==> src/rtl/custom_instr_pkg.sv <==
// Opcodes and operation types shared by the bit-count coprocessor.
package custom_instr_pkg;

  localparam logic [6:0] OPCODE_CNTB  = 7'h2B;
  localparam logic [6:0] OPCODE_LDCNT = 7'h5B;

  typedef enum logic [1:0] {
    OP_NONE  = 2'd0,
    OP_CNTB  = 2'd1,
    OP_LDCNT = 2'd2
  } op_e;

  function automatic op_e decode_op(input logic [6:0] opcode);
    case (opcode)
      OPCODE_CNTB:  return OP_CNTB;
      OPCODE_LDCNT: return OP_LDCNT;
      default:      return OP_NONE;
    endcase
  endfunction

endpackage

==> src/rtl/bit_popcount.sv <==
// Combinational population count of an XLEN-bit word.
module bit_popcount #(
  parameter int XLEN = 32
) (
  input  logic [XLEN-1:0]        data_i,
  output logic [$clog2(XLEN):0]  count_o
);

  always_comb begin
    count_o = '0;
    for (int i = 0; i < XLEN; i++) begin
      count_o = count_o + {{$clog2(XLEN){1'b0}}, data_i[i]};
    end
  end

endmodule

==> src/rtl/xif_bitcoproc.sv <==
// XIF coprocessor: in-order queue of popcount instructions (register and
// memory operand), executed one at a time once committed.
module xif_bitcoproc
  import custom_instr_pkg::*;
#(
  parameter int XLEN     = 32,
  parameter int ID_WIDTH = 4,
  parameter int DEPTH    = 4
) (
  input  logic                clk_i,
  input  logic                rst_ni,
  input  logic                issue_valid_i,
  output logic                issue_ready_o,
  input  logic [31:0]         issue_instr_i,
  input  logic [ID_WIDTH-1:0] issue_id_i,
  input  logic [XLEN-1:0]     issue_rs0_i,
  input  logic [XLEN-1:0]     issue_rs1_i,
  output logic                issue_accept_o,
  output logic                issue_writeback_o,
  output logic                issue_loadstore_o,
  input  logic                commit_valid_i,
  input  logic [ID_WIDTH-1:0] commit_id_i,
  input  logic                commit_kill_i,
  output logic                mem_valid_o,
  input  logic                mem_ready_i,
  output logic [ID_WIDTH-1:0] mem_id_o,
  output logic [31:0]         mem_addr_o,
  output logic                mem_we_o,
  output logic [XLEN/8-1:0]   mem_be_o,
  output logic [1:0]          mem_mode_o,
  output logic                mem_spec_o,
  input  logic                mem_result_valid_i,
  input  logic [XLEN-1:0]     mem_rdata_i,
  output logic                result_valid_o,
  input  logic                result_ready_i,
  output logic [ID_WIDTH-1:0] result_id_o,
  output logic [4:0]          result_rd_o,
  output logic [XLEN-1:0]     result_data_o,
  output logic                result_we_o
);

  localparam int PW = $clog2(DEPTH);
  localparam int CW = PW + 1;
  localparam int NW = $clog2(XLEN) + 1;
  localparam logic [CW-1:0] FULL = CW'(DEPTH);

  typedef enum logic [2:0] {
    S_IDLE, S_MEMREQ, S_MEMWAIT, S_EXEC, S_RESULT
  } state_e;

  typedef struct packed {
    logic [ID_WIDTH-1:0] id;
    logic [4:0]          rd;
    op_e                 op;
    logic [XLEN-1:0]     rs0;
    logic [XLEN-1:0]     rs1;
    logic                committed;
    logic                killed;
  } entry_t;

  entry_t          q_q [DEPTH];
  entry_t          q_d [DEPTH];
  logic [PW-1:0]   head_q, head_d, tail_q, tail_d;
  logic [CW-1:0]   count_q, count_d;
  state_e          state_q, state_d;
  logic [XLEN-1:0] rdata_q, rdata_d, data_q, data_d;

  entry_t          head;
  logic [DEPTH-1:0] ent_valid;
  op_e             issue_op;
  logic            known, enq, deq, head_hit, head_go, head_kill;
  logic [XLEN-1:0] pop_in;
  logic [NW-1:0]   pop_cnt;
  logic            unused_ok;

  assign head     = q_q[head_q];
  assign issue_op = decode_op(issue_instr_i[6:0]);
  assign known    = (issue_op != OP_NONE);

  assign issue_ready_o     = (count_q != FULL);
  assign issue_accept_o    = rst_ni & known;
  assign issue_writeback_o = rst_ni & known;
  assign issue_loadstore_o = rst_ni & (issue_op == OP_LDCNT);
  assign enq               = issue_valid_i & issue_ready_o & known;

  // Slot gi is live when its distance from the head is below the occupancy.
  genvar gi;
  generate
    for (gi = 0; gi < DEPTH; gi++) begin : g_valid
      assign ent_valid[gi] = ({1'b0, PW'(gi) - head_q} < count_q);
    end
  endgenerate

  // A commit for the head in the current cycle is honoured immediately.
  assign head_hit  = (count_q != '0) && commit_valid_i && (commit_id_i == head.id);
  assign head_go   = head.committed | (head_hit & ~commit_kill_i);
  assign head_kill = head.killed | (head_hit & commit_kill_i);

  assign pop_in = ((head.op == OP_LDCNT) ? rdata_q : head.rs0) & head.rs1;

  bit_popcount #(.XLEN(XLEN)) u_popcount (
    .data_i  (pop_in),
    .count_o (pop_cnt)
  );

  always_comb begin
    q_d            = q_q;
    head_d         = head_q;
    tail_d         = tail_q;
    count_d        = count_q;
    state_d        = state_q;
    rdata_d        = rdata_q;
    data_d         = data_q;
    deq            = 1'b0;
    mem_valid_o    = 1'b0;
    result_valid_o = 1'b0;

    for (int i = 0; i < DEPTH; i++) begin
      if (commit_valid_i && ent_valid[i] && (q_q[i].id == commit_id_i)) begin
        if (commit_kill_i) q_d[i].killed    = 1'b1;
        else               q_d[i].committed = 1'b1;
      end
    end

    if (enq) begin
      q_d[tail_q] = '{id:        issue_id_i,
                      rd:        issue_instr_i[11:7],
                      op:        issue_op,
                      rs0:       issue_rs0_i,
                      rs1:       issue_rs1_i,
                      committed: commit_valid_i && (commit_id_i == issue_id_i) && !commit_kill_i,
                      killed:    commit_valid_i && (commit_id_i == issue_id_i) && commit_kill_i};
      tail_d = tail_q + 1'b1;
    end

    case (state_q)
      S_IDLE: begin
        if (count_q != '0) begin
          if (head_kill)    deq     = 1'b1;
          else if (head_go) state_d = (head.op == OP_LDCNT) ? S_MEMREQ : S_EXEC;
        end
      end
      S_MEMREQ: begin
        mem_valid_o = 1'b1;
        if (mem_ready_i) state_d = S_MEMWAIT;
      end
      S_MEMWAIT: begin
        if (mem_result_valid_i) begin
          rdata_d = mem_rdata_i;
          state_d = S_EXEC;
        end
      end
      S_EXEC: begin
        data_d  = {{(XLEN-NW){1'b0}}, pop_cnt};
        state_d = S_RESULT;
      end
      S_RESULT: begin
        result_valid_o = 1'b1;
        if (result_ready_i) begin
          deq     = 1'b1;
          state_d = S_IDLE;
        end
      end
      default: state_d = S_IDLE;
    endcase

    if (deq) head_d = head_q + 1'b1;
    case ({enq, deq})
      2'b10:   count_d = count_q + 1'b1;
      2'b01:   count_d = count_q - 1'b1;
      default: count_d = count_q;
    endcase
  end

  always_ff @(posedge clk_i or negedge rst_ni) begin
    if (!rst_ni) begin
      head_q  <= '0;
      tail_q  <= '0;
      count_q <= '0;
      state_q <= S_IDLE;
      rdata_q <= '0;
      data_q  <= '0;
    end else begin
      head_q  <= head_d;
      tail_q  <= tail_d;
      count_q <= count_d;
      state_q <= state_d;
      rdata_q <= rdata_d;
      data_q  <= data_d;
    end
  end

  // Payload storage needs no reset: slots are only read while live.
  always_ff @(posedge clk_i) begin
    q_q <= q_d;
  end

  assign mem_id_o      = mem_valid_o ? head.id : '0;
  assign mem_addr_o    = mem_valid_o ? head.rs0[31:0] : '0;
  assign mem_we_o      = 1'b0;
  assign mem_be_o      = '1;
  assign mem_mode_o    = 2'b00;
  assign mem_spec_o    = 1'b0;
  assign result_id_o   = result_valid_o ? head.id : '0;
  assign result_rd_o   = result_valid_o ? head.rd : '0;
  assign result_data_o = result_valid_o ? data_q : '0;
  assign result_we_o   = result_valid_o;

  assign unused_ok = ^issue_instr_i[31:12];

endmodule

==> config.mk <==
export PLATFORM = sky130hd
export DESIGN_NAME = xif_bitcoproc
export DESIGN_NICKNAME = d
export VERILOG_FILES = /design/src/rtl/custom_instr_pkg.sv /design/src/rtl/bit_popcount.sv /design/src/rtl/xif_bitcoproc.sv
export SDC_FILE = /design/constraint.sdc
export NUM_CORES = 1
export LEC_CHECK = 0
export ABC_AREA = 1
export ABC_CLOCK_PERIOD_IN_PS = 9450
export BUFFER_PORTS_ARGS = -buffer_cell sky130_fd_sc_hd__buf_2
export CAP_MARGIN = 5
export CORE_UTILIZATION = 50
export CTS_CLUSTER_SIZE = 12
export DETAILED_ROUTE_END_ITERATION = 10
export GPL_TIMING_DRIVEN = 0
export MAX_ROUTING_LAYER = met4
export PLACE_DENSITY = 0.72
export RECOVER_POWER = 50
export SLEW_MARGIN = 20
export SYNTH_ARGS = -nofsm -noshare
export SYNTH_HDL_FRONTEND = slang
export SYNTH_HIERARCHICAL = 1
export SYNTH_SLANG_ARGS = --single-unit
==> constraint.sdc <==
create_clock -name clk_i -period 9.45 [get_ports clk_i]
set_input_delay 0.945 -clock clk_i [delete_from_list [all_inputs] [get_ports clk_i]]
set_output_delay 0.945 -clock clk_i [all_outputs]
set_load 0.01 [all_outputs]
Yosys cells after proc, flatten, opt, wreduce, memory -nomap -nowiden
Index checks and enable logic that the tools add are counted.
{"block": "word_totals", "wordCells": 177, "out_inout_bits": 92, "inputBits": 144, "reg_bits": 356}
{"block": "classes", "n_reduce_logical": 21, "order_cmp": 7, "bitwise": 12, "mux": 41, "n_addsub": 39, "n_eq_ne": 23}
{"operator": "$bwmux 308", "count": 1}
{"operator": "$mux 233", "count": 1}
{"operator": "$mux 77", "count": 3}
{"operator": "$add 6x1->6", "count": 30}
{"operator": "$bmux 77 s2", "count": 1}
{"operator": "$demux 77 s2", "count": 1}
{"operator": "$mux 32", "count": 2}
{"operator": "$and 32x32->32", "count": 1}
{"operator": "$eq 4x4->1", "count": 6}
{"operator": "$mux 3", "count": 6}
{"operator": "$pmux 3 s5", "count": 1}
{"operator": "$logic_and 1x1->1", "count": 14}
{"operator": "$mux 1", "count": 13}
{"operator": "$lt 2x3->1", "count": 4}
{"operator": "$ne 2x2->1 const B", "count": 6}
{"operator": "$mux 2", "count": 5}
{"operator": "$mux 4", "count": 2}
{"operator": "$eq 7x6->1 const B", "count": 1}
{"operator": "$eq 7x7->1 const B", "count": 1}
{"operator": "$and 1x1->1", "count": 6}
{"operator": "$eq 2x2->1 const B", "count": 3}
{"operator": "$eq 3x2->1 const B", "count": 2}
{"operator": "$ge 3x3->1 const B", "count": 2}
{"operator": "$mux 6", "count": 1}
{"operator": "24 further kinds", "count": 30}

Depth between registers and ports, before layout
{"block": "logic_depth", "depth_word": 38, "mapped_depth": 32, "mapped_depth_nobuf": 29}

Modules after synthesis
The synthesis kept the hierarchy.
{"module": "xif_bitcoproc", "cells_each": 1062, "seq_area_each_um2": 10369.9, "area_each_um2": 14543.9, "n_inst": 1}
{"module": "bit_popcount", "cells_each": 91, "seq_area_each_um2": 0.0, "area_each_um2": 809.5, "n_inst": 1}

Least setup slack after synthesis
No wires, ideal clock.
{"block": "synth_path", "path_type": "register -> register", "start": "reg head_q[1]", "end": "reg data_q[4]", "slack_ps": 3764, "setup_time_ps": 132, "path_stages_with_launch": 31, "path_buffers": 4, "required_time_ps": 9318, "synth_period_minus_slack_ps": 5686, "arrival_ps": 5554, "path_cell_list": "dfrtp_1 > buf_4 > nor2_1 > buf_2 > nand2_1 > nand2_1 > a221oi_2 > nand2_2 > buf_6 > buf_6 > nand2_1 > a21oi_1 > inv_1 > fa_1 > inv_1 > fa_1 > fa_1 > fa_1 > fa_1 > inv_1 > fa_1 > inv_1 > ha_1 > inv_1 > fa_1 > inv_1 > nand3_1 > nand3_1 > nand2_1 > nor2_1 > a21oi_1"}
{"block": "synth_via", "elab_chain_len": 38}
{"element": "from (decl)", "line": "xif_bitcoproc.sv:63", "source": "logic [PW-1:0] head_q, head_d, tail_q, tail_d;"}
{"element": "from (signal assigned)", "line": "xif_bitcoproc.sv:177", "source": "head_q <= '0;"}
{"element": "from (signal assigned)", "line": "xif_bitcoproc.sv:184", "source": "head_q <= head_d;"}
{"element": "$not 2->3 (not written as such) (*)", "line": "xif_bitcoproc.sv:76", "source": "assign head = q_q[head_q];"}
{"element": "$bmux 77 s2 (*)", "line": "xif_bitcoproc.sv:76"}
{"element": "$mux 77 (not written as such) (*) (2 in a row)", "line": "xif_bitcoproc.sv:76"}
{"element": "$eq 2x2->1", "line": "xif_bitcoproc.sv:99", "source": "assign pop_in = ((head.op == OP_LDCNT) ? rdata_q : head.rs0) & head.rs1;"}
{"element": "$mux 32", "line": "xif_bitcoproc.sv:99"}
{"element": "$and 32x32->32 (*)", "line": "xif_bitcoproc.sv:99"}
{"element": "via pop_in[0]", "line": "xif_bitcoproc.sv:72", "source": "logic [XLEN-1:0] pop_in;"}
{"element": "$add 1x1->2 (*)", "line": "bit_popcount.sv:12", "source": "count_o = count_o + {{$clog2(XLEN){1'b0}}, data_i[i]};"}
{"element": "$add 6x1->6 (*) (30 in a row)", "line": "bit_popcount.sv:12"}
{"element": "via pop_cnt[4]", "line": "xif_bitcoproc.sv:73", "source": "logic [NW-1:0] pop_cnt;"}
{"element": "to (signal assigned)", "line": "xif_bitcoproc.sv:189", "source": "data_q <= data_d;"}
{"element": "to (decl)", "line": "xif_bitcoproc.sv:66", "source": "logic [XLEN-1:0] rdata_q, rdata_d, data_q, data_d;"}
The timed path passes the listed nets; every way through them passes the cells marked *. The select of a mux whose other input is x is not followed.
A chain may end at the register's enable or synchronous reset.

Worst setup path in the final report
{"block": "layout_path", "start": "reg head_q[1]", "end": "reg data_q[4]"}
{"block": "layout_via", "elab_cells_between_ends": 38, "cone_classes": "31 x add/sub; 1 x eq/ne; 4 x mux; 2 x bitwise"}
{"element": "$not 2->3 (not written as such) (*)", "line": "xif_bitcoproc.sv:76"}
{"element": "$bmux 77 s2 (*)", "line": "xif_bitcoproc.sv:76"}
{"element": "$mux 77 (not written as such) (*) (2 in a row)", "line": "xif_bitcoproc.sv:76"}
{"element": "$eq 2x2->1", "line": "xif_bitcoproc.sv:99"}
{"element": "$mux 32", "line": "xif_bitcoproc.sv:99"}
{"element": "$and 32x32->32 (*)", "line": "xif_bitcoproc.sv:99"}
{"element": "via pop_in[3]", "line": "xif_bitcoproc.sv:72"}
{"element": "$add 6x1->6 (*) (29 in a row)", "line": "bit_popcount.sv:12"}
{"element": "via pop_cnt[4]", "line": "xif_bitcoproc.sv:73"}
Marks and branches as above.

==> impl_metrics.yaml <==
floorplan:
  coreArea_sq_um: 30000
  die_w_microns: 177
  die_h_microns: 177
  fp.dieArea_sq_um: 31400
  rows: 63
  io_pins: 236
  start_util_pct: 51.3
sta:
  finalSetupTns_ns: 0
  setup_viol: 0
  fin_crit_sh_pct: 76.4
  tightest_slew_ns: 3.16
  post-route-min-period_ns: 7.22
  finClkSkew_ns: 0.0296
  max_freq_mhz: 139
  slew_viol_final: 51
  grt_setup_unrepaired: "no"
  max-slew-margin-rel_pct: -111
  whs_ns: 0.505
  final_hold_viol_count: 0
finish:
  mostFrequentLayoutCell: "edfxtp_1"
  finalNonFillerCells: 1839
  area_growth_syn_to_layout_pct: 19.6
  drive_gt1_share_pct: 19.9
  post-route-util_pct: 61.3
  final_cell_mix: "edfxtp_1 (300), nand2_1 (147), buf_2 (131)"
  final_nets: 1602
cts:
  cts_root_buf: "clkbuf_16"
  cts_setup_buffers: 0
  path_clk_slew_ns: 0.06
  cts_buffer_depth: 3
  cts.htree.levels: 2
  cts_resized: 0
  cts_tree: "yes"
  holdBufCountCts: 0
  clkSinkCount: 356
  clkLatencyLatePin_ns: 0.53
  cts_buffers: 38
critical_path:
  r2r-start: "head_q[1]$_DFFE_PN0P_"
  crit_fanout: 10
  cp_data_required_time_ns: 9.84
  startpoint: "head_q[1]$_DFFE_PN0P_"
  reg2reg_slack_ns: 2.23
  end_kind: "flop"
  critical_path_class: "reg -> reg"
  arrival_ns: 7.60
  cp-start-kind: "flop"
drt:
  drt-met1-wl_mm: 16.4
  wl_met3_mm: 3.74
  drcViolationCount: 0
  met2_length_mm: 19.2
  drt_wl_total_mm: 40.6
  wire_per_inst_microns: 22.1
  postRouteAntennaNets: 0
  firstDrtPassIters: 7
  vias_per_cell: 5.69
  top_layer_used: "met4"
  via_count: 10500
  drtIter0Drc: 938
synthesis:
  synth-seq-cells: 356
  synth_top_family_by_area: "compound AO/OA/AOI/OAI gates"
  synth_edf_count: 300
  synth_top_area_share_pct: 58.7
  yosys_most_used_dff: "edfxtp_1"
  synth_xor_area_share_pct: 0.627
  netlist_area_sq_um: 15400
  synth_compound_area_share_pct: 10.9
  ys_seq_area_share_pct: 67.5
  synth-adder-area-share_pct: 4.56
  synth_area_per_cell_sq_um: 13.3
  yosysTopAreaCell: "edfxtp_1"
  synthCells: 1153
  yosysWarnings: 6
  synth_mux_area_share_pct: 2.35
  synth_area_leaders: "edfxtp_1 (59%), dfrtp_1 (7.8%), nand2_1 (3.6%), a22oi_1 (3.4%), fa_1 (3.3%)"
  ys_async_sr_fraction_pct: 13.5
  synth-simple-area-share_pct: 8.06
  ys_types: 49
outcome:
  status: "finished, violations left"
  violations: "capacitance limit, slew limit"
place:
  place_congestion: 0.891
  dp.cells: 1767
  dp_hpwl_mm: 28.3
  port_buffers: 180
global_route:
  grt-ovfl-total: 0
  grt_pass1_vias: 10100
  grt_pass1_wl_mm: 59.5
  grt_start_max_net_pins: 65
  track_usage_pct: 26.8
  antenna_found_initial: 4
run:
  drv_cap: 1
min_path:
  min_path_type: "reg -> reg"
  min_from: "q_q[154]$_DFF_P_"
[synthesized netlist by cell type (5+ instances only)]
cell type and number:
a221o_1 9, nand2_1 146, mux2_2 32, ha_1 16, o211a_1 5, a221oi_1 32
nor2_1 91, nand3_1 30, buf_2 25, a22oi_1 69, dfxtp_1 8, edfxtp_1 300
clkbuf_1 9, o21ai_0 19, a21oi_1 50, inv_1 97, nand3b_1 5, fa_1 25
xor2_1 7, a22o_1 22, dfrtp_1 48, or2_2 5, buf_4 38, buf_1 9
[stage by stage]
stage / area, sq um / setup slack, ns
2_1_floorplan: 15500 / 3.76
3_3_place_gp: 16900 / 1.17
3_5_place_dp: 17200 / 2.78
4_1_cts: 18500 / 2.75
5_1_grt: 18400 / 1.82
6_report: 18400 / 2.23
[flip-flops by register name, indices dropped and copies added, names as in the netlist]
| signal | count |
|---|---|
| rdata_q | 32 |
| q_q | 308 |
| state_q | 3 |
| data_q | 6 |
| count_q | 3 |
| head_q | 2 |
| tail_q | 2 |
[layer usage]
layer,track usage (%),vias up
li1,-,4660
met1,35.0,5146
met2,41.6,567
met3,6.10,88
met4,8.51,0
met5,-,-
[worst max-delay path, stage by stage, from the launching register on]
cell and delay [ns]:
dfrtp_1 0.35, buf_4 0.19, inv_2 0.08, nor2_1 0.71
buf_2 0.40, buf_1 0.59, nand2_1 0.12, nand3_1 0.16
o211a_1 0.17, inv_1 0.06, fa_1 0.48, inv_1 0.06
fa_1 0.54, fa_1 0.44, fa_1 0.51, fa_1 0.52
inv_1 0.05, fa_1 0.42, inv_1 0.07, ha_1 0.18
inv_1 0.06, fa_1 0.40, inv_1 0.09, nand3_1 0.08
nand3_1 0.09, nand2_1 0.09, nor2_1 0.11, a21oi_1 0.05
[worst paths after layout]
path	end	cells after the start
max in group asynchronous	data_q[1]$_DFFE_PN0N_	1
min in group asynchronous	rdata_q[0]$_DFFE_PN0P_	1
max reg2reg	data_q[4]$_DFFE_PN0N_	27
max	data_q[4]$_DFFE_PN0N_	27
min reg2reg	q_q[154]$_DFF_P_	2
min	q_q[154]$_DFF_P_	2
[area by class of cell]
type	instances	area, sq um
tap	390	488
buffer	85	523
timing repair buffer	192	1110
antenna	4	10.0
sequential	356	10400
inverter	101	385
multi-input combinational	643	4200
clock inverter	9	191
fill	2369	11600
clock buffer	59	1090
[logic make-up (layout without fill, tap and decap cells)]
kind of cell    count (synthesis)  count (layout)
compound gates                228             228
xor+xnor                       11              11
fa+ha+maj                      41              41
buf+inv                       186             446
flops                         356             356
mux                            32              32
other cells                     2              38
simple gates                  297             297
Power is left out: the tool's default activity adds up to more than one toggle a clock period on the data nets, which glitch-free logic cannot reach.
